[config.mk]
export PLATFORM = sky130hd
export DESIGN_NAME = instr_encoder
export DESIGN_NICKNAME = d
export VERILOG_FILES = /design/src/rtl/instr_encoder.sv
export SDC_FILE = /design/constraint.sdc
export NUM_CORES = 1
export LEC_CHECK = 0
export ABC_AREA = 1
export CAP_MARGIN = 0
export CORE_MARGIN = 4
export CORE_UTILIZATION = 30
export DETAILED_ROUTE_END_ITERATION = 16
export DONT_BUFFER_PORTS = 1
export SETUP_SLACK_MARGIN = 0.15
export SLEW_MARGIN = 40
export SYNTH_ARGS = -nofsm -noshare
export SYNTH_HDL_FRONTEND = slang
export SYNTH_SLANG_ARGS = --single-unit
[constraint.sdc]
create_clock -name i_clk -period 3.6 [get_ports i_clk]
set_input_delay 0.72 -clock i_clk [delete_from_list [all_inputs] [get_ports i_clk]]
set_output_delay 0.72 -clock i_clk [all_outputs]
set_load 0.1 [all_outputs]
[src/rtl/instr_encoder.sv]
// RV32I instruction encoder: packs decoded fields into a 32-bit word and buffers the
// results in a small FIFO. Define INSTR_ENCODER_RANGE_CHECK_EN to reject immediates that do not fit.
module instr_encoder #(
    parameter int FIFO_DEPTH = 2,
    parameter int ERR_CNT_W  = 8
) (
    input  logic                 i_clk,
    input  logic                 i_rst_n,
    input  logic                 i_valid,
    output logic                 o_ready,
    input  logic [6:0]           i_opcode,
    input  logic [4:0]           i_rd,
    input  logic [4:0]           i_rs1,
    input  logic [4:0]           i_rs2,
    input  logic [2:0]           i_funct3,
    input  logic [6:0]           i_funct7,
    input  logic [11:0]          i_csr,
    input  logic [31:0]          i_imm,
    output logic                 o_valid,
    input  logic                 i_ready,
    output logic [31:0]          o_instr,
    output logic                 o_err,
    output logic [ERR_CNT_W-1:0] o_err_cnt
);
    localparam int AW = $clog2(FIFO_DEPTH);
    localparam logic [AW:0] DEPTH_C = (AW+1)'(FIFO_DEPTH);

    localparam logic [6:0] OP_LUI    = 7'b0110111;
    localparam logic [6:0] OP_AUIPC  = 7'b0010111;
    localparam logic [6:0] OP_JAL    = 7'b1101111;
    localparam logic [6:0] OP_JALR   = 7'b1100111;
    localparam logic [6:0] OP_BRANCH = 7'b1100011;
    localparam logic [6:0] OP_LOAD   = 7'b0000011;
    localparam logic [6:0] OP_STORE  = 7'b0100011;
    localparam logic [6:0] OP_IMM    = 7'b0010011;
    localparam logic [6:0] OP_REG    = 7'b0110011;
    localparam logic [6:0] OP_SYSTEM = 7'b1110011;
    localparam logic [31:0] NOP      = 32'h00000013;

    typedef struct packed {
        logic        err;
        logic [31:0] instr;
    } entry_t;

    entry_t              r_mem [FIFO_DEPTH];
    logic [AW-1:0]       r_wr_ptr;
    logic [AW-1:0]       r_rd_ptr;
    logic [AW:0]         r_count;
    logic [ERR_CNT_W-1:0] r_err_cnt;

    logic [31:0] w_enc;
    logic        w_illegal;
    logic        w_range_bad;
    logic        w_bad;
    logic        w_is_shift;
    logic        w_push;
    logic        w_pop;
    entry_t      w_entry;

    assign w_is_shift = (i_funct3 == 3'b001) || (i_funct3 == 3'b101);

    always_comb begin
        w_enc     = NOP;
        w_illegal = 1'b0;
        case (i_opcode)
            OP_LUI, OP_AUIPC: w_enc = {i_imm[31:12], i_rd, i_opcode};
            OP_JAL:    w_enc = {i_imm[20], i_imm[10:1], i_imm[11], i_imm[19:12], i_rd, i_opcode};
            OP_BRANCH: w_enc = {i_imm[12], i_imm[10:5], i_rs2, i_rs1, i_funct3,
                                i_imm[4:1], i_imm[11], i_opcode};
            OP_STORE:  w_enc = {i_imm[11:5], i_rs2, i_rs1, i_funct3, i_imm[4:0], i_opcode};
            OP_LOAD, OP_JALR: w_enc = {i_imm[11:0], i_rs1, i_funct3, i_rd, i_opcode};
            OP_IMM: begin
                if (w_is_shift) w_enc = {i_funct7, i_imm[4:0], i_rs1, i_funct3, i_rd, i_opcode};
                else            w_enc = {i_imm[11:0], i_rs1, i_funct3, i_rd, i_opcode};
            end
            OP_REG:    w_enc = {i_funct7, i_rs2, i_rs1, i_funct3, i_rd, i_opcode};
            OP_SYSTEM: w_enc = {i_csr, i_imm[4:0], i_funct3, i_rd, i_opcode};
            default:   w_illegal = 1'b1;
        endcase
    end

`ifdef INSTR_ENCODER_RANGE_CHECK_EN
    // True when i_imm[31:lsb] is all zeros or all ones, i.e. the value sign-extends from bit lsb.
    function automatic logic f_sext_ok(input logic [31:0] v, input int lsb);
        logic [31:0] m;
        m = 32'hFFFF_FFFF << lsb;
        return ((v & m) == m) || ((v & m) == 32'h0);
    endfunction

    always_comb begin
        w_range_bad = 1'b0;
        case (i_opcode)
            OP_LUI, OP_AUIPC: w_range_bad = |i_imm[11:0];
            OP_JAL:           w_range_bad = !f_sext_ok(i_imm, 20) || i_imm[0];
            OP_BRANCH:        w_range_bad = !f_sext_ok(i_imm, 12) || i_imm[0];
            OP_STORE, OP_LOAD, OP_JALR: w_range_bad = !f_sext_ok(i_imm, 11);
            OP_IMM: begin
                if (w_is_shift) w_range_bad = |i_imm[31:5];
                else            w_range_bad = !f_sext_ok(i_imm, 11);
            end
            OP_SYSTEM:        w_range_bad = |i_imm[31:5];
            default:          w_range_bad = 1'b0;
        endcase
    end
`else
    assign w_range_bad = 1'b0;
`endif

    assign w_bad   = w_illegal | w_range_bad;
    assign w_entry = '{err: w_bad, instr: (w_bad ? NOP : w_enc)};

    // Ready comes only from the registered count; a full FIFO does not accept even if popping.
    assign o_ready = (r_count < DEPTH_C);
    assign o_valid = (r_count != '0);
    assign w_push  = i_valid & o_ready;
    assign w_pop   = o_valid & i_ready;

    assign o_instr   = o_valid ? r_mem[r_rd_ptr].instr : 32'h0;
    assign o_err     = o_valid ? r_mem[r_rd_ptr].err : 1'b0;
    assign o_err_cnt = r_err_cnt;

    always_ff @(posedge i_clk) begin
        if (w_push) r_mem[r_wr_ptr] <= w_entry;
    end

    always_ff @(posedge i_clk) begin
        if (!i_rst_n) begin
            r_wr_ptr  <= '0;
            r_rd_ptr  <= '0;
            r_count   <= '0;
            r_err_cnt <= '0;
        end else begin
            if (w_push) r_wr_ptr <= r_wr_ptr + 1'b1;
            if (w_pop)  r_rd_ptr <= r_rd_ptr + 1'b1;
            case ({w_push, w_pop})
                2'b10:   r_count <= r_count + 1'b1;
                2'b01:   r_count <= r_count - 1'b1;
                default: r_count <= r_count;
            endcase
            if (w_push && w_bad && (r_err_cnt != '1)) r_err_cnt <= r_err_cnt + 1'b1;
        end
    end
endmodule

==> results by group, run 1 <==
Worst setup path
  • CP Max Fanout: 26
  • Crit Path Class: register to primary output
  • R2R depth: 5
  • FF-to-FF End: r_mem[1][23]$_DFFE_PP_
  • Critical path required time: roughly 2.9 ns
  • Crit end category: primary output
  • Crit path launch type: register
  • FF-to-FF Start: r_count[1]$_SDFFE_PN0P_
  • Arrival time worst endpoint: around 1.8 ns
  • R2R Setup Slk: around 1.6 ns

Synthesis
  • Synth cell types: 34
  • Synthesized area per cell: 8.693 µm²
  • Compound-Gate Fraction of Synth Area: 9.491%
  • Post-Synth Adder-Cell Area: less than 1%
  • Synth Cell Area: around 0.004 mm²
  • Most used DFF post-synth: edfxtp_1
  • Post-synthesis xor/xnor area fraction: 0.4371%
  • Post-Synthesis Cells: between 400 and 500
  • Ys Warns: 0
  • Largest family of logic cells by synthesized area: simple AND/OR/NAND/NOR gates
  • EDFF count, synth: 66
  • Fraction of registers with async set/reset: 0%
  • Mux contribution to synthesized area: 0%
  • Synth Area in Simple Gates: between 20% and 30%
  • Yosys reg bits: 79
  • Sequential fraction of the synthesis area: 55.95%

CTS
  • H-tree depth: 3
  • CTS tree: done
  • Clk_lat worst skew: between 0.3 and 0.4 ns
  • Postcts setup bufs: 0
  • Bufs on Longest Clock Path: 2
  • Clock sink count: slightly below 80
  • Resized Gates After CTS: 0
  • Worst-path clk slew: approximately 0.060 ns
  • CTS Buf Count: 9
  • Cts hold-fix bufs: 0
  • Root buf cell: clkbuf_16

Placement
  • Final Wtd Congestion: around 0.83
  • Post-DP HPWL: 8795 µm
  • Placed Instances: between 600 and 700
  • Placement Cell Area: roughly 0.0047 mm²
  • Worst slack at placement: 1.419 ns
  • IO buf count: 0

Global route
  • Vias in the first global route: 3195
  • GR Overflow Total: 0
  • First-pass GRT wire length: 17250 µm
  • Largest net degree at the start of global routing: 34
  • GRT Overall Usage: around 15%
  • Initial antenna violation count: 1

Pwr
  • Sw Share: around half
  • Flop pwr share: 26.0%
  • Peak supply drop: ~420 µV
  • Combinational share of power: around half
  • Clock share of power: approximately 23%
  • LEAKAGE: roughly 0.0021 µW
  • Switch Pwr: between 2000 and 2500 µW
  • PwrDens: 897.3 mW/mm²
  • P_int: between 2000 and 2500 µW

Floorplanning
  • Die Width: 123.6 µm
  • CORE AREA: roughly 0.013 mm²
  • Die H: about 120 µm
  • Initial core utilization: between 30% and 40%
  • Die area: between 0.015 and 0.02 mm²
  • Rows: ~40
  • Ports: 123

Route
  • Vias per inst: 4.803
  • Pre-antenna DRT Iters: 4
  • WL per Instance: roughly 17 µm
  • Post-route ant nets: 0
  • Number of remaining DRC errors: 0
  • Via count: approximately 3300
  • Initial DRC Count: ~180
  • Final Routed Wirelength: between 10000 and 15000 µm

STA
  • Max Slew Vio Count: 0
  • Worst slew margin: ~60%
  • # setup viols final: 0
  • Final Hold Viols: 0
  • Final period util: about 70%
  • Final WS setup: ~1.1 ns
  • Final worst clock skew: 0.006241 ns
  • Unrepaired setup endpoints after global routing: false
  • Fin Setup TNS: 0 ns
  • Peak Freq: 399.2 MHz
  • Final period demand of the worst path: 2.505 ns
  • Slew @ Worst Pin: approximately 0.59 ns

Final layout
  • Fin area: approximately 0.0051 mm²
  • Layout Cells excl Fill: around 690
  • Multi-input gate area in the final layout: approximately 0.0017 mm²
  • Sequential cell area: around 0.0022 mm²
  • Share of layout cells above drive strength 1: between 20% and 30%
  • Nets: between 500 and 600
  • P&R area growth vs syn: 26.26%
  • Fillers: 1271

Worst hold path
  • Hold Path Stages: 1
  • Worst Hold End: r_rd_ptr$_SDFFE_PN0P_
  • Hold_sp: r_rd_ptr$_SDFFE_PN0P_
  • Min-Delay Path Class: register to register

Job
  • Max Cap Violations: 0

Outcome
  • Status: finished clean
==> worst max path at each step <==
| stage | slack [ns] | to | cells past startpoint |
|---|---|---|---|
| 3_3_place_gp | 1.41 | r_mem[1][13]$_DFFE_PP_ | 4 |
| 3_5_place_dp | 1.42 | o_instr[6] | 5 |
| 6_report | 1.10 | o_instr[6] | 5 |
| 2_1_floorplan | 0.51 | o_instr[10] | 5 |
| 4_1_cts | 1.03 | o_instr[6] | 5 |
| 5_1_grt | 0.96 | o_instr[6] | 5 |
==> synth_stat cells (2+ instances only) <==
cell	instances	share of area [%]
o211ai_1	6	1.1
nor2_2	3	0.47
edfxtp_1	66	49
dfxtp_1	13	6.5
clkbuf_1	8	0.75
a21oi_1	38	4.7
nand2_2	8	1.2
nor2_1	41	3.8
nand2_4	3	0.84
nand3_1	7	0.87
nand4_1	20	3.1
nand2_1	160	15
o21ai_1	3	0.37
inv_2	7	0.66
buf_1	3	0.28
o21ai_0	19	2.4
nand3_2	2	0.50
inv_1	34	3.2
buf_2	2	0.25
ha_1	2	0.62
nor2_4	3	0.84
==> critical path, cell delays in order, from the launching register on <==
cell	delay, ns
dfxtp_1	0.31
inv_1	0.20
buf_4	0.34
nand2_1	0.12
a21oi_2	0.16
buf_4	0.31
==> registers in the layout (all words and copies together), names as in the netlist, named ones only <==
register and count:
o_err_cnt 8, r_wr_ptr 1, r_mem 66, r_rd_ptr 1, r_count 2
==> metrics by stage <==
stage	hold WS, ns	total power [µW]	util (%)
floorplan	0.4258	2933	-
global placement	0.4354	3498	36.27
detailed placement	0.4523	3533	36.74
CTS	0.4612	4585	39.43
global route	0.4784	4711	39.45
finish	0.4597	4540	39.45
==> cell type report <==
| class | instances | area share [%] |
|---|---|---|
| diodes | 1 | 0.04946 |
| clock buffers | 9 | 4.451 |
| clock inverters | 7 | 2.374 |
| inverters | 42 | 3.116 |
| multi-input cells | 329 | 33.73 |
| flip-flops and latches | 79 | 44.36 |
| well taps | 172 | 4.253 |
| repair buffers | 47 | 7.666 |
==> cells by family after synthesis <==
| logic type | Yosys count |
|---|---|
| buf+inv | 56 |
| other cells | 1 |
| flops | 79 |
| xor+xnor | 2 |
| fa+ha+maj | 2 |
| compound gates | 70 |
| simple gates | 251 |
==> layer usage <==
metal,part of all wire (%),vias to the layer above,GRT usage (%),wire [µm]
li1,-,1639,-,-
met1,40,1534,17.81,4671
met2,49,103,25.52,5714
met3,8.2,19,5.359,947
met4,1.9,0,5.260,214
met5,0,-,0,0
==> placed cells by master (no fill, tap or decap), drive strengths merged, types with 2 or more instances in the layout <==
master	n
ha	2
bufinv	3
inv	42
dfxtp	13
clkinv	3
clkbuf	9
o211ai	7
conb	4
nand2	171
nand4	20
edfxtp	66
nor2	48
o21ai	22
buf	47
nand3	10
a21oi	38
==> power by group through the flow <==
| stage | Sequential (µW) | Combinational [µW] | Clock, µW |
|---|---|---|---|
| global route | 1190 | 2410 | 1100 |
| CTS | 1180 | 2340 | 1070 |
| finish | 1180 | 2310 | 1050 |
| global placement | 1200 | 2290 | 0 |
| floorplan | 1250 | 1680 | 0 |
| detailed placement | 1200 | 2330 | 0 |
Power figures use the tool's default switching activity.
==> run 2: changes to the inputs <==
==> constraint.sdc (replaced) <==
create_clock -name i_clk -period 2 [get_ports i_clk]
set_input_delay 0.4 -clock i_clk [delete_from_list [all_inputs] [get_ports i_clk]]
set_output_delay 0.4 -clock i_clk [all_outputs]
set_load 0.1 [all_outputs]
==> run 2 against run 1 <==
Effect of this change:
- via count rose by 4.0%
- worst setup slack got worse by 0.96 ns
- clock skew fell by 0.00050 ns
- combinational power rose to 2.6 times the previous value
- utilization rose by 7.6 points
==> results by group, run 2 (synthesis gave the netlist of run 1 again) <==
Outcome
  • Status: finished clean

Final layout
  • Commonest non-fill, non-tap cell in the layout: nand2_1
  • Layout Cells excl Fill: 700
  • Max reg flops: between 60 and 70
  • Top reg by flops: r_mem
  • Most frequent cells in the layout: nand2_1, edfxtp_1, buf_12
  • P&R area growth vs syn: 50.70%
  • Final Util: 47.09%
  • Nets: 604
  • Share of layout cells above drive strength 1: between 30% and 40%

Worst setup path
  • CP Max Fanout: 6
  • R2R depth: 8
  • R2R Setup Slk: 0.44 ns
  • Crit Path Class: register to primary output
  • Crit end category: primary output
  • Arrival time worst endpoint: roughly 1.5 ns
  • FF-to-FF End: o_err_cnt[5]$_SDFFE_PN0P_
  • Crit path launch type: register
  • FF-to-FF Start: r_count[1]$_SDFFE_PN0P_
  • Critical path required time: around 1.6 ns

Global route
  • GR Overflow Total: 0
  • Vias in the first global route: about 3600
  • GRT met2 Usage: between 20% and 30%
  • GRT Overall Usage: between 10% and 20%
  • Initial antenna violation count: 1
  • First-pass GRT wire length: 18970 µm
  • Largest net degree at the start of global routing: 31
  • Met3 GRT Util: under 10%
  • M1 GR Usage: between 10% and 20%
  • Layer with the highest usage: met2

STA
  • Peak Freq: between 500 and 600 MHz
  • Final Hold Viols: 0
  • Final period util: 93.49%
  • # setup viols final: 0
  • Final period demand of the worst path: between 1.5 and 2 ns
  • Max Slew Vio Count: 0
  • Final worst clock skew: about 0.0057 ns
  • Unrepaired setup endpoints after global routing: true

Floorplanning
  • Initial core utilization: a little under a third
  • Ports: between 100 and 150
  • Die area: 0.01527 mm²
  • CORE AREA: between 0.01 and 0.015 mm²
  • Rows: a little over 40
  • Die Width: 123.6 µm
  • Die H: roughly 120 µm

CTS
  • Bufs on Longest Clock Path: 2
  • Worst-path clk slew: 0.06 ns
  • CTS Buf Count: 9
  • Clk_lat worst skew: approximately 0.34 ns
  • Clock sink count: roughly 80
  • Root buf cell: clkbuf_16
  • H-tree depth: 3
  • Cts hold-fix bufs: 0
  • CTS tree: done

Placement
  • IO buf count: 0
  • Placed Instances: 673
  • Final Wtd Congestion: 0.8751
  • Post-DP HPWL: around 9000 µm

Route
  • WL per Instance: approximately 18 µm
  • Vias per inst: slightly below 5
  • Pre-antenna DRT Iters: 5
  • Initial DRC Count: 185
  • Number of remaining DRC errors: 0
  • Post-route ant nets: 0
  • Via count: 3427
  • Final Routed Wirelength: 12410 µm

Pwr
  • PwrDens: 1627 mW/mm²
  • LEAKAGE: approximately 0.0024 µW
  • Peak supply drop: about 610 µV
  • Tot Pwr: slightly below 10000 µW

Worst hold path
  • Hold Path Stages: 2
  • Min-Delay Path Class: input port to register
  • Hold_sp: i_rst_n
  • Worst Hold End: o_err_cnt[5]$_SDFFE_PN0P_

Job
  • Max Cap Violations: 0
-- run 2: changes by cell type in the layout (fill, tap and decap cells not counted), sizes merged --
cell / change
clkbuf: +1
clkinvlp: +4
clkinv: -1
buf: +13
bufinv: -3
-- run 2: per-stage QoR --
| stage | cell area (µm²) | TNS, ns | setup WS (ns) | hold slack [ns] |
|---|---|---|---|---|
| 3_3_place_gp | 5431 | 0 | 0.2837 | 0.4356 |
| 6_report | 6040 | 0 | 0.1303 | 0.1692 |
| 4_1_cts | 5947 | 0 | 0.1178 | 0.1598 |
| 5_1_grt | 6040 | 0 | 0.08896 | 0.1571 |
| 2_1_floorplan | 4441 | -0.008602 | -0.008602 | 0.4255 |
| 3_5_place_dp | 5431 | 0 | 0.2736 | 0.4503 |
-- run 2: what timing repair did --
action / in CTS / in global routing
pin swaps: 14 / 15
buffers inserted: 4 / 2
setup endpoints to repair: 32 / 30
gates resized for setup: 32 / 12
gates cloned: 3 / 1
-- run 2: power breakdown --
part	total [µW]	internal, µW	switching [µW]
clock	1530	850	678
sequential	2190	2070	121
combinational	6110	2100	4010
total	9820	5010	4810
-- run 2: metal layers --
| layer | vias to the layer above | routed length, µm |
|---|---|---|
| met5 | - | 0 |
| li1 | 1671 | - |
| met2 | 134 | 6411 |
| met3 | 33 | 1012 |
| met1 | 1589 | 4513 |
| met4 | 0 | 476 |
-- run 2: critical path, cell delays in order, from the launching register on --
cell and delay [ns]:
dfxtp_4 0.37, inv_8 0.08, buf_12 0.11, clkbuf_16 0.15, nand2_2 0.06, a21oi_4 0.16, buf_12 0.19
-- run 2: worst max-delay path by stage --
stage	from	end	depth (start not counted)
after global placement	i_opcode[1]	r_mem[0][7]$_DFFE_PP_	8
after global routing	register	o_instr[18]	6
after CTS	register	o_instr[28]	6
final	register	o_instr[18]	6
after detailed placement	i_opcode[1]	r_mem[1][7]$_DFFE_PP_	8
after floorplan	r_count[0]$_SDFFE_PN0P_	r_count[1]$_SDFFE_PN0P_	9
-- run 2: area by class of cell --
type                    instances  area, µm²
diodes                          1      2.502
clock buffers                   9      225.2
clock inverters                 7      53.80
fillers                      1187       6785
inverters                      42      172.7
multi-input cells             329       2049
flip-flops and latches         79       2261
well taps                     172      215.2
repair buffers                 61       1060
